[config.mk]
export PLATFORM = sky130hd
export DESIGN_NAME = ac_actuator_guard
export DESIGN_NICKNAME = d
export VERILOG_FILES = /design/src/rtl/ac_actuator_guard.sv
export SDC_FILE = /design/constraint.sdc
export NUM_CORES = 1
export LEC_CHECK = 0
export BUFFER_PORTS_ARGS = -buffer_cell sky130_fd_sc_hd__clkbuf_2
export CAP_MARGIN = 40
export CORE_ASPECT_RATIO = 0.8
export CORE_MARGIN = 2
export CORE_UTILIZATION = 30
export CTS_BUF_LIST = sky130_fd_sc_hd__clkbuf_4
export CTS_CLUSTER_SIZE = 12
export DETAILED_ROUTE_END_ITERATION = 16
export GPL_ROUTABILITY_DRIVEN = 0
export PLACE_DENSITY = 0.44
export SLEW_MARGIN = 20
export SYNTH_ARGS = -nofsm -noshare
export SYNTH_HDL_FRONTEND = slang
export SYNTH_SLANG_ARGS = --single-unit
[constraint.sdc]
create_clock -name clk -period 4.4 [get_ports clk]
set_clock_uncertainty 0.2 [all_clocks]
set_input_delay 1.32 -clock clk [delete_from_list [all_inputs] [get_ports clk]]
set_output_delay 1.32 -clock clk [all_outputs]
set_load 0.02 [all_outputs]
[src/rtl/ac_actuator_guard.sv]
// Heater/cooler enable guard: min-on, min-off lockout and power-up lockout, never both on.
// Optional runtime counters (heat_cycles/cool_cycles) are built when AC_RUNTIME_CNT_EN is defined.
module ac_actuator_guard #(
  parameter int MIN_ON  = 8,
  parameter int MIN_OFF = 8,
  parameter int CNT_W   = 8
) (
  input  logic        clk,
  input  logic        rst,
  input  logic        heat_req,
  input  logic        cool_req,
  output logic        heater_on,
  output logic        cooler_on,
  output logic        busy,
`ifdef AC_RUNTIME_CNT_EN
  output logic [15:0] heat_cycles,
  output logic [15:0] cool_cycles,
`endif
  output logic        fault
);

  typedef enum logic [1:0] {
    ST_OFF  = 2'd0,
    ST_HEAT = 2'd1,
    ST_COOL = 2'd2,
    ST_LOCK = 2'd3
  } state_t;

  localparam logic [CNT_W-1:0] ON_LOAD  = CNT_W'(MIN_ON - 1);
  localparam logic [CNT_W-1:0] OFF_LOAD = CNT_W'(MIN_OFF - 1);
  localparam logic [CNT_W-1:0] ONE      = CNT_W'(1);

  state_t           state_q, state_d;
  logic [CNT_W-1:0] timer_q, timer_d;
  logic             heater_on_q, heater_on_d;
  logic             cooler_on_q, cooler_on_d;
  logic             busy_q, busy_d;
  logic             fault_q, fault_d;
  logic             req_h, req_c, timer_nz;

  assign req_h    = heat_req & ~cool_req;
  assign req_c    = cool_req & ~heat_req;
  assign timer_nz = (timer_q != '0);

  // Next-state and timer; LOCK with an expired timer behaves as OFF on the same edge.
  always_comb begin
    state_d = state_q;
    timer_d = timer_q;
    case (state_q)
      ST_OFF, ST_LOCK: begin
        if ((state_q == ST_LOCK) && timer_nz) begin
          timer_d = timer_q - ONE;
        end else if (req_h) begin
          state_d = ST_HEAT;
          timer_d = ON_LOAD;
        end else if (req_c) begin
          state_d = ST_COOL;
          timer_d = ON_LOAD;
        end else begin
          state_d = ST_OFF;
          timer_d = timer_q;
        end
      end
      ST_HEAT, ST_COOL: begin
        if (timer_nz) begin
          timer_d = timer_q - ONE;
        end else if (((state_q == ST_HEAT) && !req_h) || ((state_q == ST_COOL) && !req_c)) begin
          state_d = ST_LOCK;
          timer_d = OFF_LOAD;
        end else begin
          state_d = state_q;
          timer_d = timer_q;
        end
      end
      default: begin
        state_d = ST_LOCK;
        timer_d = OFF_LOAD;
      end
    endcase
  end

  // Output decodes taken from the next state so they land in flops alongside it.
  always_comb begin
    heater_on_d = (state_d == ST_HEAT);
    cooler_on_d = (state_d == ST_COOL);
    busy_d      = (state_d == ST_LOCK) |
                  (((state_d == ST_HEAT) | (state_d == ST_COOL)) & (timer_d != '0));
    fault_d     = heat_req & cool_req;
  end

  // State, timer and registered outputs.
  always_ff @(posedge clk) begin
    if (rst) begin
      state_q     <= ST_LOCK;
      timer_q     <= OFF_LOAD;
      heater_on_q <= 1'b0;
      cooler_on_q <= 1'b0;
      busy_q      <= 1'b1;
      fault_q     <= 1'b0;
    end else begin
      state_q     <= state_d;
      timer_q     <= timer_d;
      heater_on_q <= heater_on_d;
      cooler_on_q <= cooler_on_d;
      busy_q      <= busy_d;
      fault_q     <= fault_d;
    end
  end

  assign heater_on = heater_on_q;
  assign cooler_on = cooler_on_q;
  assign busy      = busy_q;
  assign fault     = fault_q;

`ifdef AC_RUNTIME_CNT_EN
  logic [15:0] heat_cycles_q, heat_cycles_d;
  logic [15:0] cool_cycles_q, cool_cycles_d;

  // Saturating on-time counters.
  always_comb begin
    heat_cycles_d = heat_cycles_q;
    cool_cycles_d = cool_cycles_q;
    if (heater_on_q && (heat_cycles_q != 16'hFFFF)) begin
      heat_cycles_d = heat_cycles_q + 16'd1;
    end else begin
      heat_cycles_d = heat_cycles_q;
    end
    if (cooler_on_q && (cool_cycles_q != 16'hFFFF)) begin
      cool_cycles_d = cool_cycles_q + 16'd1;
    end else begin
      cool_cycles_d = cool_cycles_q;
    end
  end

  // Counter registers.
  always_ff @(posedge clk) begin
    if (rst) begin
      heat_cycles_q <= 16'd0;
      cool_cycles_q <= 16'd0;
    end else begin
      heat_cycles_q <= heat_cycles_d;
      cool_cycles_q <= cool_cycles_d;
    end
  end

  assign heat_cycles = heat_cycles_q;
  assign cool_cycles = cool_cycles_q;
`endif

endmodule

After elaboration in Yosys (flattened, before gate mapping)
Cells that the tools add are included.
Widths: inputs -> output; s select.
- flip-flop bits (word level): 14
- output and inout port bits: 4
- word-level logic and storage cells: 44
- add/sub/neg operators: 1
- eq/ne operators: 6
- mux-type cells: 12
- bitwise operators: 8
- reduce and logical (&&, ||, !) cells: 11
- operators with widths (kind ; count):
    $mux 8 ; 5
    $pmux 8 s2 ; 1
    $reduce_bool 8->1 ; 2
    $mux 2 ; 5
    $eq 2x2->1 const B ; 4
    $sub 8x1->8 const B ; 1
    $and 1x1->1 ; 4
    $eq 2x1->1 const B ; 2
    $pmux 2 s2 ; 1
    $reduce_or 2->1 ; 2
    $logic_and 1x1->1 ; 3
    $logic_not 1->1 ; 2
    $logic_not 2->1 ; 1
    $not 1->1 ; 2
    $or 1x1->1 ; 2
    $logic_or 1x1->1 ; 1

Logic depth before layout (Yosys ltp)
- depth after elaboration: 12
- gate-level depth with buffers: 12
- mapped depth without buffers: 12

Least setup slack after synthesis
Ideal clock, no wire load.
- path kind: input -> register
- start point: in cool_req
- end point: reg busy_q, in the netlist busy
- data arrival time: 3356 ps
- path slack: 716 ps
- stages: 10
- buffers on the path: 0
- cells stage by stage: nand2b_1 -> or2_2 -> nand2_1 -> nor2_1 -> o31ai_1 -> inv_1 -> ha_1 -> or4_4 -> nor4_2 -> a31oi_1
- longest elaborated chain between the ends: 12
- RTL lines (element ; line ; source):
    start, declared ; 11 ; input logic cool_req,
    $not 1->1 ; 41 ; assign req_h = heat_req & ~cool_req;
    $and 1x1->1 ; 41 ;
    $logic_not 1->1 ; 67 ; end else if (((state_q == ST_HEAT) && !req_h) || ((state_q == ST_COOL) && !req_c)) begin
    $logic_and 1x1->1 ; 67 ;
    $logic_or 1x1->1 ; 67 ;
    $mux 2 ; 67 ;
    $mux 2 ; 65 ; if (timer_nz) begin
    $pmux 2 s2 * ; 49 ; case (state_q)
    named net state_d[0] ; 33 ; state_t state_q, state_d;
    $eq 2x1->1 / $eq 2x2->1 (equally long branches) ; 87 ; (((state_d == ST_HEAT) | (state_d == ST_COOL)) & (timer_d != '0));
    $or 1x1->1 ; 87 ;
    $and 1x1->1 ; 87 ;
    $or 1x1->1 * ; 86 ; busy_d = (state_d == ST_LOCK) |
    end signal, assigned ; 105 ; busy_q <= busy_d;
    end, declared ; 37 ; logic busy_q, busy_d;
Mark *: on every way through the listed nets, which the timed path passes. The rest lies on a longest branch.
A chain may end at the register's enable or synchronous reset.

Worst setup path after layout
Same ends and word-level chain as after synthesis.

==> reports/qor.csv <==
metric,value,unit
status,"finished, final reports clean",
min_period_over_period,86.29,%
crit_slowest_cell,or4_4,
io-pin-count,8,
start_util,31.09,%
fillerInstances,345,
design_area,1044,sq um
fin_util,34.07,%
setup_viol,0,
dpl.cell_count,162,
clkLatencyLatePin,0.27,ns
finalHoldViolations,0,
grt_start_max_net_pins,16,
p_total,0.0006803,W
r2r_end,busy,
gr-total-overflow,0,
syn_inst,120,
path_clk_slew,0.08,ns
synth_area_leaders,"dfxtp_1, ha_1, nor2b_1",
tightest_slew,0.5847,ns
area_delta_synth_final,9.593,%
yosysTopAreaCell,dfxtp_1,
yosysTopAreaCellShare,29.43,%
worstPathRequired,4.35,ns
clock_path_buffers,2,
clock-sinks,14,
period_needed,3.797,ns
critical_path.startpoint,cool_req,
coreArea,3063,sq um
row_count,18,
ys.flop_type,dfxtp_1,
drv_slew,0,
post_cts_buffers,0,
path_cells,clkbuf_2 -> nand2b_1 -> or2_2 -> nand2_1 -> nor2_1 -> o31ai_1 -> inv_1 -> ha_1 -> or4_4 -> nor4_2 -> a31oi_1,
place_area,1017,sq um
netlist_area,952.2,sq um
drt_iter0_markers,67,
synth_cell_types,36,
worst-path-stages,11,
synth_most_common_cell,dfxtp_1,
rsz0062_at_grt,no,
ant_nets,0,
n_antenna_cell,0,
crit_path_start_kind,primary input,
peakVddDrop,0.2690,mV
root_buffer,clkbuf_4,
reg2reg_from,timer_q[0],
syn_area_per_cell,7.935,sq um
cts_buffers,3,
grt_pass1_vias,790,
syn_nets,131,
htree_levels,1,
setup_tns,0,ns
maxCapViolCount,0,
final_nets,138,
vias_per_cell,5.392,
cts_tree,built,
crit_family,simple AND/OR/NAND/NOR gates,
fmax,263.4,MHz
ff2ff_path_depth,12,
wl,2149,microns
grt_usage,14.21,%
path_max_fanout,4,
ys_seq_area_share,29.43,%
vias,895,
worstPathBufferInverterCount,2,
ys_top_cells_by_count,"dfxtp_1, nor2_1, inv_1",
cp-endpoint,busy,
p_leak,0.4498,nW
dp_hpwl,1658,microns
dieArea,3643,sq um
yosysWarnings,0,
worstHoldPathType,reg -> reg,
cellPowerDensity,651.9,nW/um^2
crit_path_end_kind,register,
synth_seq_cells,14,
crit_arrival,3.75,ns
die_w,66.99,microns
hold_buffers,0,
drc,0,
drive_above_1_share,11.90,%
portBuffers,7,
grt_pass1_wl,3774,microns
cts_resized,0,
grt_antenna_before_repair,0,
slowest_delay,0.53,ns
dieHeight,54.39,microns
post_drt_wl_per_cell,12.95,microns
reg2reg_slack,0.98,ns
async_reset_ff_share,0,%
firstDrtPassIters,4,
synth_enable_flop_cells,0,
relSlewSlack,60.74,%
timing_worst_setup_path_type,in -> reg,
final_cells,166,
[metrics by stage]
stage | setup WS (ns) | hold slack (ns)
finish | 0.6032 | 0.4560
global route | 0.3876 | 0.5057
CTS | 0.5963 | 0.4506
detailed placement | 0.2973 | 0.4369
global placement | 0.4019 | 0.4411
floorplan | 0.7165 | 0.3282
[metal layers]
| layer | track usage [%] | vias up | share of wire [%] |
|---|---|---|---|
| li1 | - | 440 | - |
| met1 | 20.67 | 430 | 55 |
| met2 | 20.00 | 19 | 40 |
| met3 | 1.235 | 6 | 2.0 |
| met4 | 9.184 | 0 | 3.0 |
| met5 | 0 | - | 0 |
[registers in the layout, indices dropped and copies added, names as in the netlist]
register	cells
heater_on	1
state_q	2
busy	1
fault	1
cooler_on	1
timer_q	8
[worst reg2reg max path: cells and delay by family, from the launching register on]
kind | cells | cell delay [ns]
AO/OA/AOI/OAI | 3 | 0.39
adder cells (fa/ha/maj) | 2 | 0.49
buffers and inverters | 2 | 0.25
flip-flops | 1 | 0.35
AND/OR/NAND/NOR | 5 | 1.62
[placed cells by master (no fill, tap or decap), types with 2 or more instances in the layout]
cell	instances
nor2b_1	7
a21o_1	2
clkbuf_4	3
o31ai_1	3
a31oi_1	4
ha_1	7
a21oi_1	5
nor2_1	9
or4_4	2
nor3_1	4
o21ai_0	5
clkbuf_2	7
nand2_1	6
xnor2_1	3
dfxtp_1	14
inv_1	8
o211ai_1	4
nand3_1	7
nand2b_1	6
or2_2	2
and2_1	2
[kinds of logic after synthesis]
family	share of synthesized area (%)
compound gates	21.02
xor+xnor	2.760
fa+ha+maj	9.198
buf+inv	5.255
flops	29.44
mux	1.051
simple gates	31.28
[worst min path at each step]
stage	start	end	depth (start not counted)
after detailed placement	timer_q[3]	timer_q[3]	2
after CTS	timer_q[3]	timer_q[3]	2
after floorplan	timer_q[1]	timer_q[1]	2
final	timer_q[3]	timer_q[3]	2
after global placement	timer_q[3]	timer_q[3]	2
after global routing	timer_q[1]	timer_q[1]	2
[final cells by class]
| class | count | area [sq um] | share of cell area (%) |
|---|---|---|---|
| clock inverter | 1 | 3.754 | 0.3597 |
| tap | 40 | 50.05 | 4.796 |
| inverter | 8 | 30.03 | 2.878 |
| sequential | 14 | 280.3 | 26.86 |
| timing repair buffer | 7 | 35.03 | 3.357 |
| multi-input combinational | 93 | 621.8 | 59.59 |
| clock buffer | 3 | 22.52 | 2.158 |
[report_power, final]
part | switching [W] | internal (W) | total, W
Combinational | 0.000249 | 0.000165 | 0.000413
Sequential | 0.0000371 | 0.000159 | 0.000196
Clock | 0.0000377 | 0.0000328 | 0.0000705
Total | 0.000324 | 0.000357 | 0.000680
Power figures use the tool's default switching activity.
